**src/rtl/cmd_regfile_if.sv**
```systemverilog
// cmd_regfile_if: command and transmit handshake bundle for cmd_regfile.
//   cmd_en    one-cycle command strobe from the UART command receiver
//   cmd_addr  command address (bit 7 set = read request)
//   cmd_data  command write data
//   tx_data   byte offered to the UART transmitter
//   tx_start  one-cycle transmit request
//   tx_busy   transmitter busy
// Modports: slave = cmd_regfile, master = the receiver/transmitter environment.
interface cmd_regfile_if;
    logic        cmd_en;
    logic [7:0]  cmd_addr;
    logic [15:0] cmd_data;
    logic [7:0]  tx_data;
    logic        tx_start;
    logic        tx_busy;

    modport master (
        output cmd_en, cmd_addr, cmd_data, tx_busy,
        input  tx_data, tx_start
    );

    modport slave (
        input  cmd_en, cmd_addr, cmd_data, tx_busy,
        output tx_data, tx_start
    );
endinterface

```
**src/rtl/cmd_regfile.sv**
```systemverilog
// cmd_regfile: bank of 16-bit control registers written and read by UART commands.
// Writes apply on the command edge and pulse wr_strobe one cycle later. Reads are
// queued (one response in progress plus one pending) and answered as a byte frame:
// address echo, data low byte, data high byte.
// Ports:
//   i_clk       system clock (rising edge)
//   rst         asynchronous active-low reset
//   bus         cmd_regfile_if.slave: command input and transmitter handshake
//   regs_flat   all registers, register n at bits [16n+15:16n]
//   wr_strobe   one-cycle pulse after each accepted write
//   wr_index    index of the last accepted write
//   rd_overrun  sticky: a read request was dropped (cleared by a write to address 0)
// Build option: define CMD_REGFILE_CHECKSUM_EN to append a checksum byte
// (addr ^ data[7:0] ^ data[15:8]) to every response frame.
module cmd_regfile #(
    parameter int unsigned NUM_REGS = 16,
    parameter logic [15:0] ID_VALUE = 16'hA5C3
) (
    input  logic                        i_clk,
    input  logic                        rst,
    cmd_regfile_if.slave                bus,
    output logic [NUM_REGS*16-1:0]      regs_flat,
    output logic                        wr_strobe,
    output logic [$clog2(NUM_REGS)-1:0] wr_index,
    output logic                        rd_overrun
);
    localparam int unsigned IdxW     = $clog2(NUM_REGS);
    localparam logic [7:0]  NumRegsB = 8'(NUM_REGS);
`ifdef CMD_REGFILE_CHECKSUM_EN
    localparam logic [1:0]  LastByte = 2'd3;
`else
    localparam logic [1:0]  LastByte = 2'd2;
`endif

    typedef enum logic [1:0] {TxIdle, TxSend, TxWaitHi, TxWaitLo} tx_state_e;

    tx_state_e   state_q, state_d;
    logic [1:0]  cnt_q, cnt_d;
    logic [7:0]  frame_addr_q, frame_addr_d;
    logic [15:0] frame_data_q, frame_data_d;
    logic        head_vld_q, head_vld_d, slot_vld_q, slot_vld_d;
    logic [7:0]  head_addr_q, head_addr_d, slot_addr_q, slot_addr_d;
    logic        wr_strobe_q;
    logic [IdxW-1:0] wr_index_q, wr_idx, head_idx;
    logic        overrun_q, overrun_d;
    logic [15:0] regs_q [NUM_REGS-1:1];
    logic [15:0] regs_view [NUM_REGS];

    logic is_wr, is_rd, wr_in_range, head_in_range;
    logic wr_apply, ovr_clr, rd_accept, rd_drop, rsp_done, tx_start;
    logic [7:0] tx_byte;

    // Command decode
    assign is_wr         = bus.cmd_en & ~bus.cmd_addr[7];
    assign is_rd         = bus.cmd_en & bus.cmd_addr[7];
    assign wr_idx        = bus.cmd_addr[IdxW-1:0];
    assign wr_in_range   = {1'b0, bus.cmd_addr[6:0]} < NumRegsB;
    assign wr_apply      = is_wr & wr_in_range & (wr_idx != '0);
    assign ovr_clr       = is_wr & (bus.cmd_addr[6:0] == 7'd0);
    // A read is taken when the pending slot is free, or frees up on this very edge.
    assign rd_accept     = is_rd & (~slot_vld_q | rsp_done);
    assign rd_drop       = is_rd & ~rd_accept;

    assign head_idx      = head_addr_q[IdxW-1:0];
    assign head_in_range = {1'b0, head_addr_q[6:0]} < NumRegsB;

    // Register 0 is the constant ID; the others are state.
    always_comb begin
        regs_view[0] = ID_VALUE;
        for (int unsigned n = 1; n < NUM_REGS; n++) begin
            regs_view[n] = regs_q[n];
        end
    end

    for (genvar g = 0; g < NUM_REGS; g++) begin : g_flat
        assign regs_flat[g*16 +: 16] = regs_view[g];
    end

    always_ff @(posedge i_clk or negedge rst) begin
        if (!rst) begin
            for (int unsigned n = 1; n < NUM_REGS; n++) begin
                regs_q[n] <= '0;
            end
        end else begin
            for (int unsigned n = 1; n < NUM_REGS; n++) begin
                if (wr_apply && (wr_idx == IdxW'(n))) begin
                    regs_q[n] <= bus.cmd_data;
                end
            end
        end
    end

    // Read queue: head is the request being (or about to be) answered, slot is the
    // one waiting behind it. The head is popped only when its last byte completes.
    always_comb begin
        head_vld_d  = head_vld_q;
        head_addr_d = head_addr_q;
        slot_vld_d  = slot_vld_q;
        slot_addr_d = slot_addr_q;
        if (rsp_done) begin
            head_vld_d  = slot_vld_q;
            head_addr_d = slot_addr_q;
            slot_vld_d  = 1'b0;
        end
        if (rd_accept) begin
            if (!head_vld_d) begin
                head_vld_d  = 1'b1;
                head_addr_d = bus.cmd_addr;
            end else begin
                slot_vld_d  = 1'b1;
                slot_addr_d = bus.cmd_addr;
            end
        end
    end

    always_comb begin
        overrun_d = overrun_q;
        if (ovr_clr) begin
            overrun_d = 1'b0;
        end else if (rd_drop) begin
            overrun_d = 1'b1;
        end
    end

    // Transmit FSM
    always_comb begin
        state_d      = state_q;
        cnt_d        = cnt_q;
        frame_addr_d = frame_addr_q;
        frame_data_d = frame_data_q;
        tx_start     = 1'b0;
        rsp_done     = 1'b0;
        case (state_q)
            TxIdle: begin
                if (head_vld_q && !bus.tx_busy) begin
                    // Data is sampled here, so a write still in flight is reflected.
                    frame_addr_d = head_addr_q;
                    frame_data_d = head_in_range ? regs_view[head_idx] : 16'h0000;
                    cnt_d        = 2'd0;
                    state_d      = TxSend;
                end
            end
            TxSend: begin
                if (!bus.tx_busy) begin
                    tx_start = 1'b1;
                    state_d  = TxWaitHi;
                end
            end
            TxWaitHi: begin
                if (bus.tx_busy) begin
                    state_d = TxWaitLo;
                end
            end
            TxWaitLo: begin
                if (!bus.tx_busy) begin
                    if (cnt_q == LastByte) begin
                        rsp_done = 1'b1;
                        state_d  = TxIdle;
                    end else begin
                        cnt_d   = cnt_q + 2'd1;
                        state_d = TxSend;
                    end
                end
            end
            default: state_d = TxIdle;
        endcase
    end

    // Byte select; frame registers and counter only change on entry to TxSend,
    // so the byte is held until the next send.
    always_comb begin
        case (cnt_q)
            2'd0:    tx_byte = frame_addr_q;
            2'd1:    tx_byte = frame_data_q[7:0];
            2'd2:    tx_byte = frame_data_q[15:8];
`ifdef CMD_REGFILE_CHECKSUM_EN
            default: tx_byte = frame_addr_q ^ frame_data_q[7:0] ^ frame_data_q[15:8];
`else
            default: tx_byte = 8'h00;
`endif
        endcase
    end

    always_ff @(posedge i_clk or negedge rst) begin
        if (!rst) begin
            state_q      <= TxIdle;
            cnt_q        <= 2'd0;
            frame_addr_q <= 8'h00;
            frame_data_q <= 16'h0000;
            head_vld_q   <= 1'b0;
            head_addr_q  <= 8'h00;
            slot_vld_q   <= 1'b0;
            slot_addr_q  <= 8'h00;
            wr_strobe_q  <= 1'b0;
            wr_index_q   <= '0;
            overrun_q    <= 1'b0;
        end else begin
            state_q      <= state_d;
            cnt_q        <= cnt_d;
            frame_addr_q <= frame_addr_d;
            frame_data_q <= frame_data_d;
            head_vld_q   <= head_vld_d;
            head_addr_q  <= head_addr_d;
            slot_vld_q   <= slot_vld_d;
            slot_addr_q  <= slot_addr_d;
            wr_strobe_q  <= wr_apply;
            if (wr_apply) begin
                wr_index_q <= wr_idx;
            end
            overrun_q    <= overrun_d;
        end
    end

    assign wr_strobe    = wr_strobe_q;
    assign wr_index     = wr_index_q;
    assign rd_overrun   = overrun_q;
    assign bus.tx_data  = tx_byte;
    assign bus.tx_start = tx_start;
endmodule

```
**src/flat_wrapper.sv**
```systemverilog
// flat-port wrapper written by rule: the top's interface ports become plain ports
module cmd_regfile_flat 
#(
    parameter int unsigned NUM_REGS = 16,
    parameter logic [15:0] ID_VALUE = 16'hA5C3
)
  (i_clk, rst, regs_flat, wr_strobe, wr_index, rd_overrun, bus_cmd_en, bus_cmd_addr, bus_cmd_data, bus_tx_busy, bus_tx_data, bus_tx_start);
  cmd_regfile_if bus_i ();
  input  logic i_clk;
  input  logic rst;
  output logic [NUM_REGS*16-1:0] regs_flat;
  output logic wr_strobe;
  output logic [$clog2(NUM_REGS)-1:0] wr_index;
  output logic rd_overrun;
  input wire logic [$bits(bus_i.cmd_en)-1:0] bus_cmd_en;
  input wire logic [$bits(bus_i.cmd_addr)-1:0] bus_cmd_addr;
  input wire logic [$bits(bus_i.cmd_data)-1:0] bus_cmd_data;
  input wire logic [$bits(bus_i.tx_busy)-1:0] bus_tx_busy;
  output wire logic [$bits(bus_i.tx_data)-1:0] bus_tx_data;
  output wire logic [$bits(bus_i.tx_start)-1:0] bus_tx_start;
  assign bus_i.cmd_en = bus_cmd_en;
  assign bus_i.cmd_addr = bus_cmd_addr;
  assign bus_i.cmd_data = bus_cmd_data;
  assign bus_i.tx_busy = bus_tx_busy;
  assign bus_tx_data = bus_i.tx_data;
  assign bus_tx_start = bus_i.tx_start;
  cmd_regfile #(.NUM_REGS(NUM_REGS), .ID_VALUE(ID_VALUE)) u_core (.i_clk(i_clk), .rst(rst), .bus(bus_i), .regs_flat(regs_flat), .wr_strobe(wr_strobe), .wr_index(wr_index), .rd_overrun(rd_overrun));
endmodule
```
**config.mk**
```make
export PLATFORM = sky130hd
export DESIGN_NAME = cmd_regfile_flat
export DESIGN_NICKNAME = d
export VERILOG_FILES = /design/src/rtl/cmd_regfile_if.sv /design/src/rtl/cmd_regfile.sv /design/src/flat_wrapper.sv
export SDC_FILE = /design/constraint.sdc
export NUM_CORES = 1
export LEC_CHECK = 0
export CAP_MARGIN = 20
export CORE_UTILIZATION = 43
export DETAILED_ROUTE_END_ITERATION = 10
export PLACE_DENSITY = 0.72
export SETUP_SLACK_MARGIN = 0.3
export SLEW_MARGIN = 0
export SYNTH_ARGS = -nofsm -noshare
export SYNTH_HDL_FRONTEND = slang
export SYNTH_SLANG_ARGS = --single-unit
```
**constraint.sdc**
```tcl
create_clock -name i_clk -period 1.9 [get_ports i_clk]
set_input_delay 0.19 -clock i_clk [delete_from_list [all_inputs] [get_ports i_clk]]
set_output_delay 0.19 -clock i_clk [all_outputs]
set_load 0.02 [all_outputs]
```
### Yosys cells after proc, flatten, opt, wreduce, memory -nomap -nowiden

Index checks and enable logic that the tools add are counted.

| storage, ports and cells | value |
|---|---|
| register bits after elaboration | 292 |
| input port bits | 28 |
| output and inout port bits | 271 |
| logic and storage cells | 124 |

| operators by class | value |
|---|---|
| add/subtract/negate cells | 1 |
| magnitude comparators | 3 |
| equality and inequality tests | 25 |
| mux-type cells | 30 |
| bitwise logic cells | 12 |
| reduce and logical (&&, ||, !) cells | 27 |

Operators with widths:

| operator | number |
|---|---|
| 16-bit binary-select mux with 4-bit select | 1 |
| 16-bit 2-to-1 mux | 3 |
| 4-bit == test, second input constant | 8 |
| 8-bit 2-to-1 mux | 3 |
| 8-bit one-hot mux with 3 select lines | 1 |
| 4-bit by 3-bit == test with 1-bit output, second input constant | 4 |
| 1-bit logical AND | 16 |
| 7-bit by 5-bit < comparator with 1-bit output, second input constant | 2 |
| 2-bit 2-to-1 mux | 7 |
| 1-bit 2-to-1 mux | 13 |
| 4-bit by 2-bit == test with 1-bit output, second input constant | 2 |
| 2-bit != test, second input constant | 4 |
| 2-bit one-hot mux with 4 select lines | 1 |
| 4-bit AND reduction | 2 |
| 1-bit AND | 7 |
| 7-bit logical NOT | 1 |
| 2-bit == test, second input constant | 3 |
| 5-bit greater-or-equal comparator, second input constant | 1 |
| 4-bit inverter with 5-bit output | 1 |
| 2-bit by 1-bit == test with 1-bit output, second input constant | 2 |
| 4-bit by 1-bit == test with 1-bit output, second input constant | 1 |
| 2-bit logical NOT | 2 |
| 2-bit one-hot mux with 2 select lines | 1 |
| 2-bit AND reduction | 2 |
| other kinds (7) | 10 |

### Depth between registers and ports, before layout

Gate-level depths: netlist of the first run.

| logic depth | value |
|---|---|
| depth in word-level cells | 10 |
| mapped depth | 8 |
| gate-level depth less buffers | 6 |

### Least setup slack after synthesis of the first run

Ideal clock, no wire load.

| timing path | value |
|---|---|
| kind | reg-to-reg |
| from | reg u_core.state_q[0] |
| to | reg u_core.frame_data_q[12] |
| library setup time | 0.116 ns |
| data arrival time | 1.902 ns |
| required time | 1.784 ns |
| slack | -0.118 ns |
| cell stages (with the launch flop) | 7 |
| path buffers | 0 |
| period minus slack after synthesis | 2.018 ns |
| path through | dfrtp_1 inv_1 ha_1 nand3b_2 nor4_1 o211ai_1 o311ai_0 |

| between the ends | value |
|---|---|
| word-level cells in the longest chain between the ends | 2 |

Ends and longest elaborated chain:

| what | RTL line | RTL |
|---|---|---|
| start, declared | cmd_regfile.sv:37 | `tx_state_e state_q, state_d;` |
| start signal, assigned | cmd_regfile.sv:186 | `state_q <= TxIdle;` |
| start signal, assigned | cmd_regfile.sv:198 | `state_q <= state_d;` |
| 2-bit logical NOT | cmd_regfile.sv:133 | `case (state_q)` |
| 2-bit AND reduction (no line) | -- |  |
| end signal, assigned | cmd_regfile.sv:201 | `frame_data_q <= frame_data_d;` |
| end, declared | cmd_regfile.sv:40 | `logic [15:0] frame_data_q, frame_data_d;` |

Every way passes these cells.
A chain may end at the register's enable or synchronous reset.

### Worst setup path after layout of the first run

| timing path | value |
|---|---|
| from | reg u_core.cnt_q[1] |
| to | out bus_tx_data[1] |

| between the ends | value |
|---|---|
| word-level cells in the longest chain between the ends | 2 |
| elaborated cells between the ends (all ways) | 4 |
| those cells by class | 2 x eq/ne; 1 x mux; 1 x reduce/logical |

Ends and longest elaborated chain:

| what | RTL line | RTL |
|---|---|---|
| start, declared | cmd_regfile.sv:38 | `logic [1:0] cnt_q, cnt_d;` |
| start signal, assigned | cmd_regfile.sv:199 | `cnt_q <= cnt_d;` |
| 2-bit == test (tied with other cells) | cmd_regfile.sv:172 | `case (cnt_q)` |
| 8-bit one-hot mux with 3 select lines (*) | cmd_regfile.sv:172 |  |
| end, declared | flat_wrapper.sv:19 | `output wire logic [$bits(bus_i.tx_data)-1:0] bus_tx_data;` |

Mark *: on every way between the ends. The rest lies on a longest branch, timed or not.

==> results of run 1 <==
-- kinds of logic (layout without fill, tap and decap cells) --
family | after synthesis | count (layout)
AOI/OAI and AO/OA | 92 | 92
DFF | 292 | 292
buffers and inverters | 94 | 527
other | 2 | 16
and+or+nand+nor | 111 | 112
adders and majority gates | 10 | 10
muxes | 353 | 353
-- worst min-delay path, delay by kind of cell --
family          cells  cell delay (ns)
compound gates      1             0.07
buf+inv             2             0.22
simple gates        1             0.04
-- registers in the layout, summed over array words and instances, names as in the netlist, 2 cells and up --
register / cells
u_core.frame_data_q: 16
u_core.cnt_q: 2
u_core.head_addr_q: 8
u_core.frame_addr_q: 8
u_core.slot_addr_q: 8
u_core.state_q: 2
u_core.regs_flat: 240
u_core.wr_index: 4
-- repair_timing --
item                                    CTS  global route
setup buffers                            32            19
cloned                                    8             1
resized for setup                       412            50
endpoints found under the setup margin  533            92
hold buffers                              1             0
pin swaps                                36            30
hold endpoints to repair                292             0
-- per-stage QoR --
stage	hold WS, ns	util
after global routing	0.0697	0.654
after global placement	0.0890	0.586
after CTS	0.0487	0.641
after detailed placement	0.0891	0.586
final	0.0587	0.654
after floorplan	-0.106	-
-- cell usage in the layout, fill, tap and decap left out, drive strengths merged, types with 4 or more instances in the layout --
master / synthesis / final
a221oi: 7 / 7
o31ai: 4 / 4
conb: 2 / 16
a32oi: 4 / 4
mux4: 32 / 32
nor2b: 13 / 13
dfrtp: 292 / 292
a211oi: 8 / 8
o211ai: 5 / 5
a22o: 6 / 6
o22ai: 8 / 8
clkinv: 0 / 5
or3: 9 / 9
clkbuf: 38 / 53
dlygate4sd2: 0 / 246
clkdlybuf4s50: 0 / 22
a222oi: 8 / 8
nor2: 21 / 21
buf: 48 / 187
mux2: 263 / 263
o21ai: 8 / 8
nand3b: 4 / 4
a32o: 8 / 8
inv: 8 / 9
a22oi: 8 / 8
ha: 10 / 10
a21oi: 5 / 5
nor3b: 9 / 9
nand2: 29 / 30
mux2i: 58 / 58
nand2b: 9 / 9
-- final cells by class --
type                       count  area share
clock buffer                  51      0.0489
clock inverter                 8     0.00540
inverter                       8     0.00223
multi-input combinational    583       0.331
sequential                   292       0.363
tap                          396      0.0246
timing repair buffer         460       0.225
-- layer usage --
metal,part of all wire,vias up
met4,0.026,0
met2,0.49,477
met3,0.085,83
met1,0.40,5336
li1,-,4382
met5,0,-
-- path summary, 6_finish.rpt --
path / to / cells after the start
setup / recovery: bus_tx_data[1] / 5
hold / removal: u_core.head_addr_q[6] / 4
setup reg to reg: u_core.slot_addr_q[2] / 10
hold reg to reg: u_core.head_addr_q[7] / 1
max in group asynchronous: u_core.head_addr_q[0] / 3
min in group asynchronous: u_core.regs_flat[122] / 2
-- where the power goes --
group          switching [mW]  internal, mW  leakage, nW
Sequential              0.703          6.88         3.96
Combinational            3.91          4.07         5.90
Clock                    2.58          3.86        0.537
Total                    7.19          14.8         10.4
==> results.json, run 1 <==
{
  "status": "finished with violations",
  "failed_checks": "DRC, setup timing",
  "ios": 299,
  "final_nets": 1417,
  "cts_root_buf": "clkbuf_16",
  "grt_use_met3": 0.0804,
  "tightest_slew_ns": 0.829,
  "synth_seq_cells": 292,
  "synth_compound_area_frac": 0.0534,
  "vias": 10300,
  "netlist.area_leader.share": 0.537,
  "hold_violations": 0,
  "ys_async_sr_fraction": 1.00,
  "cp-end-kind": "output pin",
  "overflow": 0,
  "crit_arrival_ns": 2.02,
  "gp_congestion": 0.873,
  "numPortBuffers": 282,
  "grtUsageMet2": 0.476,
  "path_cells": "buf_6, ha_4, a222oi_1, nor2_1, buf_4",
  "min_period_over_period": 1.16,
  "r2r-start": "u_core.cnt_q[0]",
  "wirelength_um": 46800,
  "yosys_warnings": 0,
  "yosysSeqAreaShare": 0.537,
  "clock_sinks": 292,
  "critical-path-max-stage-delay_ns": 0.47,
  "multi_input_area_um2": 6670,
  "postPlaceCellArea_um2": 18100,
  "synth-adder-area-share": 0.00920,
  "drv_cap": 0,
  "holdCritStartpoint": "bus_cmd_addr[6]",
  "yosysUniqueCellTypes": 56,
  "instances_no_fill": 1798,
  "crit_family": "compound AO/OA/AOI/OAI gates",
  "synth_edf_count": 0,
  "rows": 64,
  "rsz0062_at_grt": "yes",
  "crit_slowest_cell": "a222oi_1",
  "fp.dieH_um": 180,
  "crit_required_ns": 1.71,
  "relSlewSlack": 0.440,
  "tns_ns": -4.58,
  "synth.area.top_cells": "dfrtp_1 (54%), mux2_2 (22%), mux4_2 (5.3%), mux2i_1 (4.3%), buf_4 (1.5%)",
  "fin_skew_ns": 0.0118,
  "viasPerCell": 5.72,
  "regArea_um2": 7320,
  "initial_core_util": 0.441,
  "grt_antenna_before_repair": 0,
  "pre_cts_ws_ns": -0.447,
  "ys.flop_type": "dfrtp_1",
  "drive_above_1_share": 0.445,
  "total_power_mw": 22.0,
  "drc": 18,
  "numCtsBuffers": 34,
  "dp.cells": 1678,
  "grt_pass1_wl_um": 70200,
  "ant_nets": 0,
  "final_area_um2": 20200,
  "fillCellCount": 2306,
  "r2r_slack_ns": -0.19,
  "period_minus_slack_ns": 2.21,
  "syn_inst": 954,
  "yosys-top-cells-count": "dfrtp_1 (292), mux2_2 (263), mux2i_1 (58)",
  "wl_per_cell_um": 26.0,
  "setup.worst_path.start_class": "register",
  "cts_tree": "built",
  "vdd.ir_drop.worst_mv": 0.692,
  "dieArea_um2": 32300,
  "hp-class": "input port to register",
  "synth_area_um2": 13600,
  "p_leak_nw": 10.4,
  "setup_ws_ns": -0.311,
  "diodes": 0,
  "syn_to_final_growth_pct": 48.2,
  "gr-usage-all-layers": 0.288,
  "slew_violations": 0,
  "synth_top_family_by_area": "multiplexers",
  "die_x_um": 180,
  "met1_usage": 0.367,
  "synthSimpleGateAreaFrac": 0.0511,
  "setup_violations": 32,
  "clkLatencyLatePin_ns": 0.51,
  "critPathBufInv": 2,
  "grt_pass1_vias": 10700,
  "powerDensity_nw_per_um2": 1090,
  "yosys.cell_count.top_type": "dfrtp_1",
  "clockBufferDepth": 3,
  "dpl.hpwl_um": 30900,
  "htreeDepth": 2,
  "criticalPathCategory": "register to output pin",
  "worstSetupStartpoint": "u_core.cnt_q[1]",
  "grt_max_degree": 64,
  "drt_iter0_markers": 756,
  "synth-xor-area-share": 0,
  "busiest_layer": "met2",
  "clk_pin_slew_ns": 0.06,
  "core_region_area_um2": 30800,
  "synth_area_leader_cell": "dfrtp_1",
  "syn_area_per_cell_um2": 14.3,
  "synthMuxAreaShare": 0.313,
  "first_pass_iters": 10,
  "cp_max_fo": 7,
  "timing.fmax_ghz": 0.452
}
Note: power is estimated with default switching activity, not from simulation.
==> run 2, diff against run 1 <==
PLACE_DENSITY = 0.7   (was 0.72)
clock period = 2.55 ns   (was 1.9 ns; I/O delays follow)
==> run 2 against run 1 <==
Compared with the run above: the flow finishes with violations (DRC); first-iteration DRC count is 13% lower; non-clock buffer count is 109 lower; final cell count is 6.0% lower; worst setup slack better by 0.61 ns; critical path type unchanged; critical endpoint is now bus_tx_data[4]; largest cell class unchanged; largest power group is now registers.
==> results.json, run 2 (synthesis results as in run 1) <==
{
  "status": "finished with violations",
  "failed_checks": "DRC",
  "drt_iter0_markers": 655,
  "syn_to_final_growth_pct": 36.1,
  "ant_nets": 0,
  "numCtsBuffers": 35,
  "crit_slowest_cell": "a222oi_1",
  "mostFrequentLayoutCell": "dfrtp_1",
  "rows": 64,
  "tns_ns": 0,
  "drive_above_1_share": 0.356,
  "first_pass_iters": 10,
  "core_region_area_um2": 30800,
  "period_minus_slack_ns": 2.25,
  "wl_per_cell_um": 24.9,
  "p_seq_frac": 0.374,
  "overflow": 0,
  "viasPerCell": 5.67,
  "cp-end-kind": "output pin",
  "min_period_over_period": 0.883,
  "p_leak_nw": 8.47,
  "initial_core_util": 0.441,
  "power_frac_clock": 0.346,
  "fp.dieH_um": 180,
  "vias": 9584,
  "diodes": 0,
  "clkLatencyLatePin_ns": 0.51,
  "regArea_um2": 7320,
  "worstSetupStartpoint": "u_core.cnt_q[0]",
  "cts_tree": "built",
  "clk_pin_slew_ns": 0.06,
  "fin_skew_ns": 0.0202,
  "setup.worst_path.start_class": "register",
  "grt_max_degree": 85,
  "hp-class": "input port to asynchronous set/reset pin",
  "postPlaceCellArea_um2": 17100,
  "grt_pass1_vias": 9952,
  "criticalPathCategory": "register to output pin",
  "gp_congestion": 0.841,
  "r2r-start": "u_core.head_addr_q[0]",
  "r2r_slack_ns": 0.44,
  "relSlewSlack": 0.425,
  "multi_input_area_um2": 5910,
  "dpl.hpwl_um": 30000,
  "fillCellCount": 2432,
  "setup_ws_ns": 0.298,
  "critical-path-max-stage-delay_ns": 0.45,
  "drc": 15,
  "rr_endpoint": "u_core.frame_data_q[2]",
  "endpoint": "bus_tx_data[4]",
  "reg2reg_depth": 5,
  "rsz0062_at_grt": "yes",
  "crit_arrival_ns": 2.00,
  "cts_root_buf": "clkbuf_16",
  "clockBufferDepth": 3,
  "crit_family": "compound AO/OA/AOI/OAI gates",
  "crit_cells": 5,
  "tightest_slew_ns": 0.851,
  "timing.fmax_ghz": 0.444,
  "final_nets": 1308,
  "path_cells": "buf_6, ha_4, a222oi_1, nor2_1, buf_4",
  "vdd.ir_drop.worst_mv": 0.540,
  "slew_violations": 0,
  "dieArea_um2": 32300,
  "p_int_mw": 10.4,
  "crit_required_ns": 2.30,
  "critPathBufInv": 2,
  "htreeDepth": 2,
  "pre_cts_ws_ns": 0.0284,
  "setup_violations": 0,
  "drv_cap": 0,
  "grt_pass1_wl_um": 63800,
  "powerDensity_nw_per_um2": 820,
  "switching_power_mw": 4.75,
  "clock_sinks": 292,
  "die_x_um": 180,
  "hold_violations": 0,
  "wirelength_um": 42200,
  "gr-usage-all-layers": 0.262,
  "largest_reg_flops": 240,
  "ios": 299,
  "final_area_um2": 18500,
  "numPortBuffers": 282,
  "cp_max_fo": 8,
  "grt_antenna_before_repair": 0,
  "switching_share": 0.313,
  "comb_power_share": 0.280,
  "final_cell_mix": "dfrtp_1 (287), clkdlybuf4s50_1 (272), mux2_2 (263)"
}
-- run 2: cell types whose count changed in the layout (fill, tap and decap cells not counted), moves of 16 or more --
cell | previous run | this run
buf_12 | 33 | 17
buf_4 | 107 | 50
buf_6 | 35 | 2
clkdlybuf4s50_1 | 22 | 272
dlygate4sd2_1 | 246 | 0
mux2_2 | 192 | 263
mux2_4 | 71 | 0
-- run 2: worst min-delay path by stage --
stage / endpoint / depth (start not counted) / startpoint / slack, ns
finish: u_core.regs_flat[170] / 2 / rst / 0.33
global route: u_core.regs_flat[170] / 2 / rst / 0.38
CTS: u_core.regs_flat[170] / 2 / rst / 0.38
detailed placement: u_core.regs_flat[170] / 1 / rst / 0.33
global placement: u_core.regs_flat[170] / 1 / rst / 0.33
floorplan: u_core.cnt_q[0] / 0 / rst / -0.04
-- run 2: routing by layer --
metal | share of wire | wire length (um) | GRT usage
met2 | 0.47 | 20000 | 0.424
met5 | 0 | 0 | 0
met1 | 0.41 | 17200 | 0.338
met4 | 0.029 | 1210 | 0.0855
met3 | 0.089 | 3770 | 0.0762
-- run 2: timing repair --
item                                   CTS  global route
pin swaps                                8             5
endpoints found under the hold margin   76             0
setup endpoints to repair               16             9
hold buffers                             1             0
buffers inserted                         5            10
gates resized for setup                 36             8
-- run 2: area by class of cell --
cell class	instances	share of cell area
Inverter	8	0.00162
Timing Repair Buffer	351	0.191
Clock inverter	10	0.0101
Sequential cell	292	0.395
Tap cell	396	0.0268
Clock buffer	51	0.0560
Multi-Input combinational cell	582	0.319
-- run 2: power groups by stage --
stage	sequential, mW	clock [mW]	combinational (mW)
final	5.67	5.25	4.26
after global routing	5.73	5.54	4.54
after CTS	5.73	5.35	4.06
after detailed placement	5.85	0	3.96
after global placement	5.83	0	3.90
after floorplan	5.70	0	2.41
-- run 2: per-stage QoR --
step / hold WS [ns] / util / power, mW / cells
after floorplan: -0.0406 / - / 8.11 / 968
after global placement: 0.330 / 0.556 / 9.73 / 1613
after detailed placement: 0.329 / 0.556 / 9.80 / 1613
after CTS: 0.383 / 0.597 / 15.1 / 1680
after global routing: 0.379 / 0.600 / 15.8 / 1690
final: 0.326 / 0.600 / 15.2 / 1690
